### src/rtl/move_commit.sv
// move_commit: applies a chess move to an externally owned board.
// A request is checked against the board and the side to move.
// A legal move is written as two strobed board writes: the destination first, then the cleared source.
// An illegal move produces a single error pulse instead.
// Optional feature: define MOVE_COMMIT_PROMOTION_EN to turn a pawn that reaches the last row into a queen.
module move_commit (
    input  logic         CLK,
    input  logic         RESET,
    input  logic [255:0] board_input,
    input  logic         move_valid,
    input  logic [5:0]   move_src,
    input  logic [5:0]   move_dst,
    output logic         move_ready,
    output logic [5:0]   board_out_addr,
    output logic [3:0]   board_out_piece,
    output logic         board_change_enable,
    output logic         move_done,
    output logic         move_error,
    output logic [3:0]   captured_piece,
    output logic         side_to_move,
    output logic [7:0]   move_count
);

    typedef enum logic [2:0] {IDLE, WR_DST, WR_SRC, DONE, ERR} state_t;

    state_t      state_q, state_d;
    logic [5:0]  src_q, src_d;
    logic [3:0]  dst_piece_q, dst_piece_d;
    logic        ready_q, ready_d;
    logic [5:0]  addr_q, addr_d;
    logic [3:0]  piece_q, piece_d;
    logic        en_q, en_d;
    logic        done_q, done_d;
    logic        err_q, err_d;
    logic [3:0]  cap_q, cap_d;
    logic        side_q, side_d;
    logic [7:0]  count_q, count_d;

    logic [3:0]  src_piece_w, dst_piece_w, moved_w;
    logic        reject_w;

    // Look up both squares of the request and decide whether it is legal.
    always_comb begin
        // NOTE: every signal assigned in always_comb gets a default first, so no latch is inferred.
        src_piece_w = board_input[{move_src, 2'b00} +: 4];
        dst_piece_w = board_input[{move_dst, 2'b00} +: 4];
        moved_w     = src_piece_w;
`ifdef MOVE_COMMIT_PROMOTION_EN
        if (src_piece_w[2:0] == 3'b001 &&
            ((!src_piece_w[3] && move_dst[5:3] == 3'd0) ||
             ( src_piece_w[3] && move_dst[5:3] == 3'd7)))
            moved_w = {src_piece_w[3], 3'b101};
`endif
        reject_w = (src_piece_w[2:0] == 3'b000) ||
                   (src_piece_w[3] != side_q) ||
                   (move_src == move_dst) ||
                   ((dst_piece_w[2:0] != 3'b000) && (dst_piece_w[3] == src_piece_w[3]));
    end

    // Compute the next state and the values every output takes in that state.
    always_comb begin
        state_d     = state_q;
        src_d       = src_q;
        dst_piece_d = dst_piece_q;
        ready_d     = 1'b0;
        addr_d      = '0;
        piece_d     = '0;
        en_d        = 1'b0;
        done_d      = 1'b0;
        err_d       = 1'b0;
        cap_d       = cap_q;
        side_d      = side_q;
        count_d     = count_q;
        unique case (state_q)
            IDLE: begin
                if (move_valid) begin
                    src_d       = move_src;
                    dst_piece_d = dst_piece_w;
                    if (reject_w) begin
                        state_d = ERR;
                        err_d   = 1'b1;
                    end else begin
                        state_d = WR_DST;
                        en_d    = 1'b1;
                        addr_d  = move_dst;
                        piece_d = moved_w;
                    end
                end else begin
                    ready_d = 1'b1;
                end
            end
            WR_DST: begin
                state_d = WR_SRC;
                en_d    = 1'b1;
                addr_d  = src_q;
            end
            WR_SRC: begin
                state_d = DONE;
                done_d  = 1'b1;
                cap_d   = dst_piece_q;
                side_d  = ~side_q;
                count_d = count_q + 8'd1;
            end
            DONE, ERR: begin
                state_d = IDLE;
                ready_d = 1'b1;
            end
            default: begin
                state_d = IDLE;
                ready_d = 1'b1;
            end
        endcase
    end

    // State and output registers.
    // The next-state values are loaded here, so every output comes straight from a flop.
    always_ff @(posedge CLK or posedge RESET) begin
        // NOTE: all control and output flops are reset because the outputs must be defined immediately.
        if (RESET) begin
            state_q     <= IDLE;
            src_q       <= '0;
            dst_piece_q <= '0;
            ready_q     <= 1'b1;
            addr_q      <= '0;
            piece_q     <= '0;
            en_q        <= 1'b0;
            done_q      <= 1'b0;
            err_q       <= 1'b0;
            cap_q       <= '0;
            side_q      <= 1'b0;
            count_q     <= '0;
        end else begin
            // NOTE: non-blocking assignments, so all flops update together from pre-edge values.
            state_q     <= state_d;
            src_q       <= src_d;
            dst_piece_q <= dst_piece_d;
            ready_q     <= ready_d;
            addr_q      <= addr_d;
            piece_q     <= piece_d;
            en_q        <= en_d;
            done_q      <= done_d;
            err_q       <= err_d;
            cap_q       <= cap_d;
            side_q      <= side_d;
            count_q     <= count_d;
        end
    end

    assign move_ready          = ready_q;
    assign board_out_addr      = addr_q;
    assign board_out_piece     = piece_q;
    assign board_change_enable = en_q;
    assign move_done           = done_q;
    assign move_error          = err_q;
    assign captured_piece      = cap_q;
    assign side_to_move        = side_q;
    assign move_count          = count_q;

endmodule
### config.mk
export PLATFORM = sky130hd
export DESIGN_NAME = move_commit
export DESIGN_NICKNAME = d
export VERILOG_FILES = /design/src/rtl/move_commit.sv
export SDC_FILE = /design/constraint.sdc
export NUM_CORES = 1
export LEC_CHECK = 0
export BUFFER_PORTS_ARGS = -buffer_cell sky130_fd_sc_hd__buf_2
export CORE_MARGIN = 2
export CORE_UTILIZATION = 50
export CTS_BUF_LIST = sky130_fd_sc_hd__clkbuf_4 sky130_fd_sc_hd__clkbuf_8
export CTS_CLUSTER_SIZE = 24
export DETAILED_ROUTE_END_ITERATION = 16
export PLACE_DENSITY = 0.91
export RECOVER_POWER = 25
export SLEW_MARGIN = 30
export SYNTH_ARGS = -nofsm -noshare
export SYNTH_HDL_FRONTEND = slang
export SYNTH_SLANG_ARGS = --single-unit
### constraint.sdc
create_clock -name CLK -period 3.6 [get_ports CLK]
set_clock_uncertainty 0.1 [all_clocks]
set_input_delay 0.54 -clock CLK [delete_from_list [all_inputs] [get_ports CLK]]
set_output_delay 0.54 -clock CLK [all_outputs]
set_load 0.05 [all_outputs]
==> impl_results.md, run 1 <==
* Inst Count DP at 898
* Cells after synthesis at between 400 and 500
* Req. time, crit path at 3.69 ns
* Post-CTS sizing at 0
* Die Width at between 100 and 150 um
* Commonest non-fill, non-tap cells in the layout: 295 x buf_2, 122 x mux4_2, 55 x nand2_1
* Post-route worst setup slack at around 0.56 ns
* Peak VDD IR at 0.221 mV
* Power per cell area at ~350 nW/um^2
* Worst slew pin tran at 2.00 ns
* Die Y at 115 um
* Total setup buffers inserted after CTS at 0
* Post-Place Setup Slack at 0.237 ns
* Worst skew pair latency at 0.29 ns
* Clock transition at path regs at 0.07 ns
* Utilization after layout at 64.9%
* Largest area contributor in the netlist: mux4_2
* Cell Area, Synth at 6110 sq um
* H-tree depth at 2
* Setup TNS Final at 0 ns
* Grt ovf at 0
* 1st-iter DRT viols at 459
* GP Congestion at roughly 0.96
* FMAX at 0.329 GHz
* Dpl hpwl at approximately 17000 um
* P_leak at 3.48 nW
* RSZ-0062 raised after global routing: false
* FF+latch count, synth at 40
* IO Port Bufs at 297
* Syn. warnings at 0
* M1 WL at 7710 um
* Wire per inst at 23.5 um
* Initial antenna violation count at 4
* Yosys cell types at 60
* Largest net degree at the start of global routing at 56
* Psw at 1.23 mW
* Clock root buffer: clkbuf_8
* Clk buf depth at 2
* Failing checks: max-capacitance violations, max-slew violations
* Register area at approximately 1000 sq um
* RR Endpoint: move_count[7]
* Largest cells by area after synthesis: mux4_2 45%, dfrtp_1 16%, mux2i_1 5.2%
* Via count at 6082
* Sequential share of the synthesized area at 16.4%
* Filler cells at 917
* Share of layout cells above drive strength 1 at around 62%
* Routed vias/inst at 6.68
* Core area at roughly 12000 sq um
* GRT Total Usage at 32.2%
* Critical path arrival at 3.13 ns
* Register-to-register setup slack at between 1.5 and 2 ns
* Hold Crit Class: in2reg
* Site row count at 40
* Final hold viol count at 0
* Drt pass-1 iters at 4
* Min cycle time layout at 3.04 ns
* Initial Utilization at between 50% and 60%
* Asr flop ratio synth at 100%
* CP Class: in2reg
* TritonCTS Buffers at 5
* Reg2reg start: state_q[0]
* Leading cell type in the layout, fill and taps excluded: buf_2
* Area used by multi-input combinational logic at 4730 sq um
* DR WL met3 at 2010 um
* Uppermost routed layer: met4
* Clock Power Share at 13.2%
* Seq pwr share at 26.9%
* Slew Viols, Final at 41
* Maximum fanout along the worst path at 24
* CTS Hold Bufs at 0
* Final period util at 84.4%
* DRC at 0
* Beginning of the critical path: move_dst[1]
* Internal power at 1.50 mW
* Syn_nets at 758
* Met2 routed WL at 11000 um
* Worst setup EP type: flop
* Area grow syn2layout at 27.1%
* CTS tree: yes
* Die area at 13100 sq um
* Number of global-route vias before repair at 6169
* First-pass GRT wire length at 32600 um
* Non-Filler Instances at 910
* Yosys top cell area share at 45.0%
* Worst-case reg-to-reg path depth at 6
* Routed WL at 21400 um
* EDFF count, synth at 0
* Final setup fails at 0
* Worst slew margin at -33.2%
* Num ports at 298
* Most used DFF post-synth: dfrtp_1
* CP Capture Point: board_out_addr[2]
* Switching portion of total power at 45.0%
* # Max-Cap Violations at 1
* Power share of the combinational group at 59.9%
* Syn Area/Cell at 12.6 sq um
* Outcome: finished, violations left
* Nets at 1030
* # clock sinks at 40
* Startpoint Class: input pin
* Post-DRT Antenna Nets at 0
## critical path, stage by stage
cell,delay (ns)
buf_2,0.28
buf_12,0.24
mux4_2,0.51
a22oi_1,0.18
a311o_1,0.20
o21ai_0,0.08
a311o_1,0.43
o21bai_4,0.22
a22oi_4,0.17
o31ai_2,0.26
## metal layers
metal,GRT usage [%],vias to the layer above
met5,0,-
met4,11.5,0
met3,5.61,59
met2,55.3,422
met1,41.2,3022
li1,-,2579
## stage by stage
step | hold WS, ns | cell area, sq um | power (mW)
global placement | 0.351 | 7650 | 2.31
floorplan | 0.332 | 6110 | 1.89
finish | 0.325 | 7770 | 2.73
CTS | 0.262 | 7760 | 2.73
detailed placement | 0.356 | 7650 | 2.36
global route | 0.332 | 7760 | 2.87
## synthesized netlist by cell type (9+ instances only)
cell / n
buf_4: 13
xnor2_1: 11
nand2_1: 55
a21oi_1: 9
mux4_2: 122
o22ai_1: 9
buf_2: 13
mux2i_1: 32
nor2_1: 14
nand3_1: 13
dfrtp_1: 39
clkbuf_1: 11
nor3_1: 9
mux4_1: 9
## worst min-delay path by stage
stage,from,endpoint,slack [ns],cells past startpoint
floorplan,state_q[0],move_ready,0.33,1
detailed placement,state_q[0],move_ready,0.36,1
CTS,RESET,src_q[1],0.26,3
finish,move_valid,move_ready,0.32,2
global route,move_valid,move_ready,0.33,2
global placement,state_q[0],move_ready,0.35,1
## cells by family after synthesis
kind of cell	share of synthesized area [%]
compound gates	8.97
flops	16.4
buf+inv	6.20
mux	55.9
xor+xnor	2.01
simple gates	10.3
fa+ha+maj	0.205
## area by class of cell
cell class,instances,area share [%]
Clock buffer,6,0.983
Tap cell,147,2.37
Multi-Input combinational cell,387,60.9
Clock inverter,2,0.451
Antenna cell,4,0.129
Sequential cell,40,12.9
Inverter,10,0.483
Timing Repair Buffer,314,21.8
## power groups by stage
| stage | Combinational [mW] | Clock (mW) | Sequential, mW |
|---|---|---|---|
| 2_1_floorplan | 0.823 | 0 | 1.07 |
| 3_3_place_gp | 1.58 | 0 | 0.730 |
| 3_5_place_dp | 1.62 | 0 | 0.741 |
| 4_1_cts | 1.63 | 0.367 | 0.732 |
| 5_1_grt | 1.73 | 0.382 | 0.756 |
| 6_report | 1.63 | 0.361 | 0.734 |
## state kept, by name (all words and copies together) (netlist names)
signal	cells
board_out_addr	6
move_count	8
captured_piece	4
move_ready	1
state_q	3
board_out_piece	4
board_change_enable	1
src_q	6
side_to_move	1
move_error	1
dst_piece_q	4
move_done	1
Power figures use the tool's default switching activity.
==> run 2: changes to the inputs <==
--- a/config.mk
+++ b/config.mk
@@ -7,11 +7,11 @@
 export LEC_CHECK = 0
 export BUFFER_PORTS_ARGS = -buffer_cell sky130_fd_sc_hd__buf_2
 export CORE_MARGIN = 2
-export CORE_UTILIZATION = 50
+export CORE_UTILIZATION = 49
 export CTS_BUF_LIST = sky130_fd_sc_hd__clkbuf_4 sky130_fd_sc_hd__clkbuf_8
 export CTS_CLUSTER_SIZE = 24
 export DETAILED_ROUTE_END_ITERATION = 16
-export PLACE_DENSITY = 0.91
+export PLACE_DENSITY = 0.89
 export RECOVER_POWER = 25
 export SLEW_MARGIN = 30
 export SYNTH_ARGS = -nofsm -noshare
==> constraint.sdc (replaced) <==
create_clock -name CLK -period 2.87 [get_ports CLK]
set_clock_uncertainty 0.1 [all_clocks]
set_input_delay 0.4305 -clock CLK [delete_from_list [all_inputs] [get_ports CLK]]
set_output_delay 0.4305 -clock CLK [all_outputs]
set_load 0.05 [all_outputs]
==> impl_results.md, run 2 (synthesized netlist as in run 1, its figures left out) <==
* Slew Viols, Final at 0
* DRC at 0
* Grt ovf at 0
* Nets at 1066
* Switching portion of total power at 44.9%
* CP Class: in2reg
* Site row count at 40
* IO Port Bufs at 297
* # Max-Cap Violations at 0
* Post-DRT Antenna Nets at 0
* Beginning of the critical path: move_dst[0]
* Startpoint Class: input pin
* Commonest non-fill, non-tap cells in the layout: 295 x buf_2, 122 x mux4_2, 55 x nand2_1
* Final hold viol count at 0
* Worst slew pin tran at 0.800 ns
* FMAX at 0.366 GHz
* Die Y at between 100 and 150 um
* Largest net degree at the start of global routing at 40
* Hold_ws at 0.0897 ns
* Register area at about 1000 sq um
* Final setup fails at 0
* Clk buf depth at 2
* Leading cell type in the layout, fill and taps excluded: buf_2
* Worst skew pair latency at 0.28 ns
* CTS tree: yes
* Worst setup EP type: flop
* Outcome: complete, no violations
* 1st-iter DRT viols at 506
* Final period util at 95.2%
* TritonCTS Buffers at 5
* Internal power at ~1.9 mW
* Routed vias/inst at between 6 and 7
* First-pass GRT wire length at 33900 um
* Req. time, crit path at 2.96 ns
* Die Width at 116 um
* Area grow syn2layout at 33.3%
* Seq pwr share at 26.4%
* H-tree depth at 2
* CP Capture Point: board_out_addr[2]
* Register-to-register setup slack at between 0.8 and 0.9 ns
* Power share of the combinational group at 60.9%
* GRT Total Usage at approximately a third
* Core area at 12100 sq um
* Critical path arrival at 2.83 ns
* # clock sinks at 40
* Worst-case reg-to-reg path depth at 5
* Wire per inst at 23.1 um
* RSZ-0062 raised after global routing: false
* Dpl hpwl at about 19000 um
* RR Endpoint: board_out_addr[2]
* Inst Count DP at 955
* Drt pass-1 iters at 5
* Worst slew margin at 46.3%
* Initial antenna violation count at 4
* Initial Utilization at 50.5%
* Share of layout cells above drive strength 1 at around 64%
* Filler cells at between 900 and 1000
* Number of global-route vias before repair at 6463
* Num ports at 298
* CTS Hold Bufs at 0
* Via count at approximately 6200
* P_leak at 3.68 nW
* Area used by multi-input combinational logic at 4740 sq um
* Non-Filler Instances at 967
* Maximum fanout along the worst path at 14
* Routed WL at 22400 um
* Clock root buffer: clkbuf_8
* Min cycle time layout at between 2 and 3 ns
* Largest register FFs at 8
* Power per cell area at 432 nW/um^2
* Die area at 13400 sq um
* Psw at about 1.6 mW
* Hold Crit Class: in2async
* GP Congestion at 0.943
* Peak VDD IR at 0.345 mV
* Clock transition at path regs at ~0.080 ns
* Reg2reg start: state_q[2]
* Clock Power Share at 12.8%
[run 2: changes by cell type in the layout (fill, tap and decap cells not counted), sizes merged]
| cell | change |
|---|---|
| inv | -1 |
| clkinv | +1 |
| buf | +36 |
[run 2: power groups by stage]
| stage | registers, mW | logic [mW] | clock network (mW) |
|---|---|---|---|
| finish | 0.928 | 2.14 | 0.449 |
| global route | 0.953 | 2.28 | 0.478 |
| CTS | 0.924 | 2.12 | 0.448 |
| detailed placement | 0.935 | 2.12 | 0 |
| global placement | 0.930 | 2.06 | 0 |
| floorplan | 1.35 | 1.03 | 0 |
[run 2: layout make-up]
type / count / share of cell area, %
Multi-Input combinational cell: 387 / 58.2
Timing Repair Buffer: 350 / 25.0
Sequential cell: 40 / 12.3
Tap cell: 168 / 2.58
Clock buffer: 6 / 0.937
Inverter: 10 / 0.461
Clock inverter: 2 / 0.430
Antenna cell: 4 / 0.123
[run 2: worst min path at each step]
stage / start / to / slack, ns / depth (start not counted)
2_1_floorplan: state_q[0] / move_ready / 0.33 / 1
3_3_place_gp: move_count[7] / move_count[7] / 0.36 / 1
3_5_place_dp: src_q[3] / src_q[3] / 0.37 / 2
4_1_cts: move_valid / move_ready / 0.22 / 2
5_1_grt: RESET / board_out_addr[3] / 0.16 / 2
6_report: RESET / board_out_addr[5] / 0.09 / 2
[run 2: repair_timing]
action	4_1_cts	5_1_grt
endpoints found under the setup margin	0	8
gates resized for setup	0	2
buffers inserted	0	0
[run 2: layer usage]
metal	GRT usage [%]	wire, um
met5	0	0
met4	17.1	1360
met3	5.28	2160
met1	40.2	7470
met2	58.1	11400
[run 2: through the flow]
stage	setup slack, ns	TNS (ns)	util, %	instance area [sq um]	power, mW
after detailed placement	-0.132	-1.35	66.2	8020	3.06
after floorplan	0.215	0	-	6110	2.38
after global placement	-0.0559	-0.380	66.2	8020	2.99
after CTS	0.151	0	67.1	8130	3.50
final	0.137	0	67.3	8150	3.52
after global routing	0.00364	0	67.3	8150	3.71
[run 2: critical path, stage by stage]
cell and delay, ns:
buf_4 0.18, buf_12 0.18, mux4_1 0.58, mux2i_1 0.14, mux2_2 0.18, o21ai_0 0.08, a311o_1 0.43, o21bai_4 0.22
a22oi_4 0.17, o31ai_2 0.24
==> run 3: changes to the inputs <==
--- a/config.mk
+++ b/config.mk
@@ -5,13 +5,14 @@
 export SDC_FILE = /design/constraint.sdc
 export NUM_CORES = 1
 export LEC_CHECK = 0
+export ABC_AREA = 1
 export BUFFER_PORTS_ARGS = -buffer_cell sky130_fd_sc_hd__buf_2
 export CORE_MARGIN = 2
-export CORE_UTILIZATION = 49
+export CORE_UTILIZATION = 35
 export CTS_BUF_LIST = sky130_fd_sc_hd__clkbuf_4 sky130_fd_sc_hd__clkbuf_8
 export CTS_CLUSTER_SIZE = 24
 export DETAILED_ROUTE_END_ITERATION = 16
-export PLACE_DENSITY = 0.89
+export PLACE_DENSITY = 0.67
 export RECOVER_POWER = 25
 export SLEW_MARGIN = 30
 export SYNTH_ARGS = -nofsm -noshare
==> impl_results.md, run 3 <==
* Routed WL at 31700 um
* Post-DRT Antenna Nets at 0
* Utilization after layout at between 40% and 50%
* Synth top cells by count: 691 x nand2_1, 435 x nand3_1, 58 x buf_2, 39 x dfrtp_1
* Routed vias/inst at 5.54
* Worst slew margin at between 30 and 40%
* Outcome: complete, no violations
* Startpoint Class: input pin
* Multiplexer share of the synthesized area at 0%
* DRC at 0
* Nets at 1857
* Asr flop ratio synth at 100%
* Final setup fails at 0
* Post-synthesis simple-gate area fraction at 72.9%
* Initial antenna violation count at 3
* Die Width at 143 um
* Die Y at 143 um
* Die area at 20400 sq um
* H-tree depth at 2
* Total setup buffers inserted after CTS at 0
* Cell Area, Synth at 6730 sq um
* # clock sinks at 40
* Syn. warnings at 0
* Slew Viols, Final at 0
* Final period util at 84.5%
* IO Port Bufs at 297
* EDFF count, synth at 0
* Sequential share of the synthesized area at 14.9%
* FMAX at 0.412 GHz
* Area grow syn2layout at 26.2%
* RSZ-0062 raised after global routing: false
* Clk buf depth at 2
* CP Class: in2reg
* Hold Crit Class: in2async
* First-pass GRT wire length at 49100 um
* Cell with the most instances after synthesis: nand2_1
* GRT Total Usage at 30.0%
* Initial Utilization at 35.9%
* Largest register FFs at 8
* Post-Synth XOR/XNOR Area at less than 1%
* Req. time, crit path at 2.99 ns
* Min cycle time layout at 2.43 ns
* Power per cell area at slightly above 400 nW/um^2
* # Max-Cap Violations at 0
* Share of layout cells above drive strength 1 at approximately 22%
* Number of global-route vias before repair at 9439
* Worst setup EP type: flop
* Via count at between 10000 and 15000
* Post-CTS sizing at 0
* Inst Count DP at 1812
* Setup TNS Final at 0 ns
* Largest area contributor in the netlist: nand2_1
* FF+latch count, synth at 40
* Site row count at 50
* Core area at 18800 sq um
* Dpl hpwl at 23600 um
* P_leak at 4.79 nW
* Cells after synthesis at 1356
* CTS Hold Bufs at 0
* Num ports at between 200 and 300
* Non-Filler Instances at 1826
* GP Congestion at about 0.9
* Peak VDD IR at 0.253 mV
* Largest cells by area after synthesis: nand2_1 39%, nand3_1 32%, dfrtp_1 14%
* Maximum fanout along the worst path at 25
* Clock root buffer: clkbuf_8
* Yosys top cell area share at 38.5%
* Yosys cell types at 25
* Critical path arrival at between 2 and 3 ns
* Drt pass-1 iters at 5
* Final hold viol count at 0
* Grt ovf at 0
* Syn_nets at 1628
* Largest family of logic cells by synthesized area: simple AND/OR/NAND/NOR gates
* TritonCTS Buffers at 5
* CTS tree: yes
* Clock transition at path regs at 0.08 ns
* Wire per inst at 17.3 um
* Largest net degree at the start of global routing at 79
* Post-route total power at 3.46 mW
* 1st-iter DRT viols at 966
* Commonest non-fill, non-tap cells in the layout: 691 x nand2_1, 435 x nand3_1, 295 x buf_2
* Syn Area/Cell at 4.96 sq um
* Compound-Gate Fraction of Synth Area at 1.34%
* Leading cell type in the layout, fill and taps excluded: nand2_1
* Most used DFF post-synth: dfrtp_1
* Adder-cell area share of the yosys netlist at 0.186%
* Worst skew pair latency at approximately 0.30 ns
* Worst slew pin tran at 0.957 ns
-- run 3: report_power, final --
part           switching, mW  internal, mW
clock network          0.211         0.190
logic                   1.49         0.664
registers              0.125         0.776
-- run 3: path summary, 6_finish.rpt --
path	from	endpoint	slack [ns]	depth (start not counted)
worst min register to register	move_count[7]	move_count[7]	0.38	1
worst max-delay path	move_src[1]	board_out_piece[3]	0.44	16
min in group CLK	move_valid	move_ready	0.24	2
worst max register to register	state_q[2]	board_out_addr[3]	0.81	7
worst min-delay path	RESET	state_q[1]	0.24	2
max in group asynchronous	RESET	board_out_addr[2]	1.51	3
-- run 3: stage by stage --
step / area, sq um / hold WS (ns) / worst slack [ns]
floorplan: 6730 / 0.350 / 0.729
detailed placement: 8400 / 0.370 / 0.146
CTS: 8490 / 0.234 / 0.448
global route: 8490 / 0.235 / 0.246
finish: 8500 / 0.237 / 0.445
global placement: 8400 / 0.362 / 0.211
-- run 3: worst max-delay path: stages --
cell and delay (ns):
buf_2 0.13, inv_2 0.21, buf_12 0.22, nand3_1 0.09
nand3_1 0.07, nand2_1 0.08, nand2_1 0.06, nand3_1 0.09
nand3_1 0.13, nand2_1 0.12, nand2_1 0.08, nand2_1 0.07
a21oi_2 0.27, and2_1 0.24, nand2_2 0.10, nor2_1 0.14
-- run 3: final cells by class --
cell class                 instances  area, sq um
clock buffer                       7         83.8
timing repair buffer             330         1910
tap                              234          293
antenna                            6         15.0
clock inverter                     1         5.00
multi-input combinational       1178         5070
sequential                        40         1000
inverter                          30          118
fill                            2080        10300
-- run 3: routing by layer --
layer | track usage (%) | vias up | part of all wire [%]
met5 | 0 | - | 0
met1 | 38.6 | 4529 | 40
met2 | 50.3 | 624 | 46
met3 | 4.90 | 88 | 9.8
met4 | 11.7 | 0 | 3.7
li1 | - | 4879 | -
-- run 3: kinds of logic after synthesis --
logic type	count (synthesis)
flops	40
xor+xnor	7
buf+inv	138
simple gates	1153
fa+ha+maj	1
compound gates	17
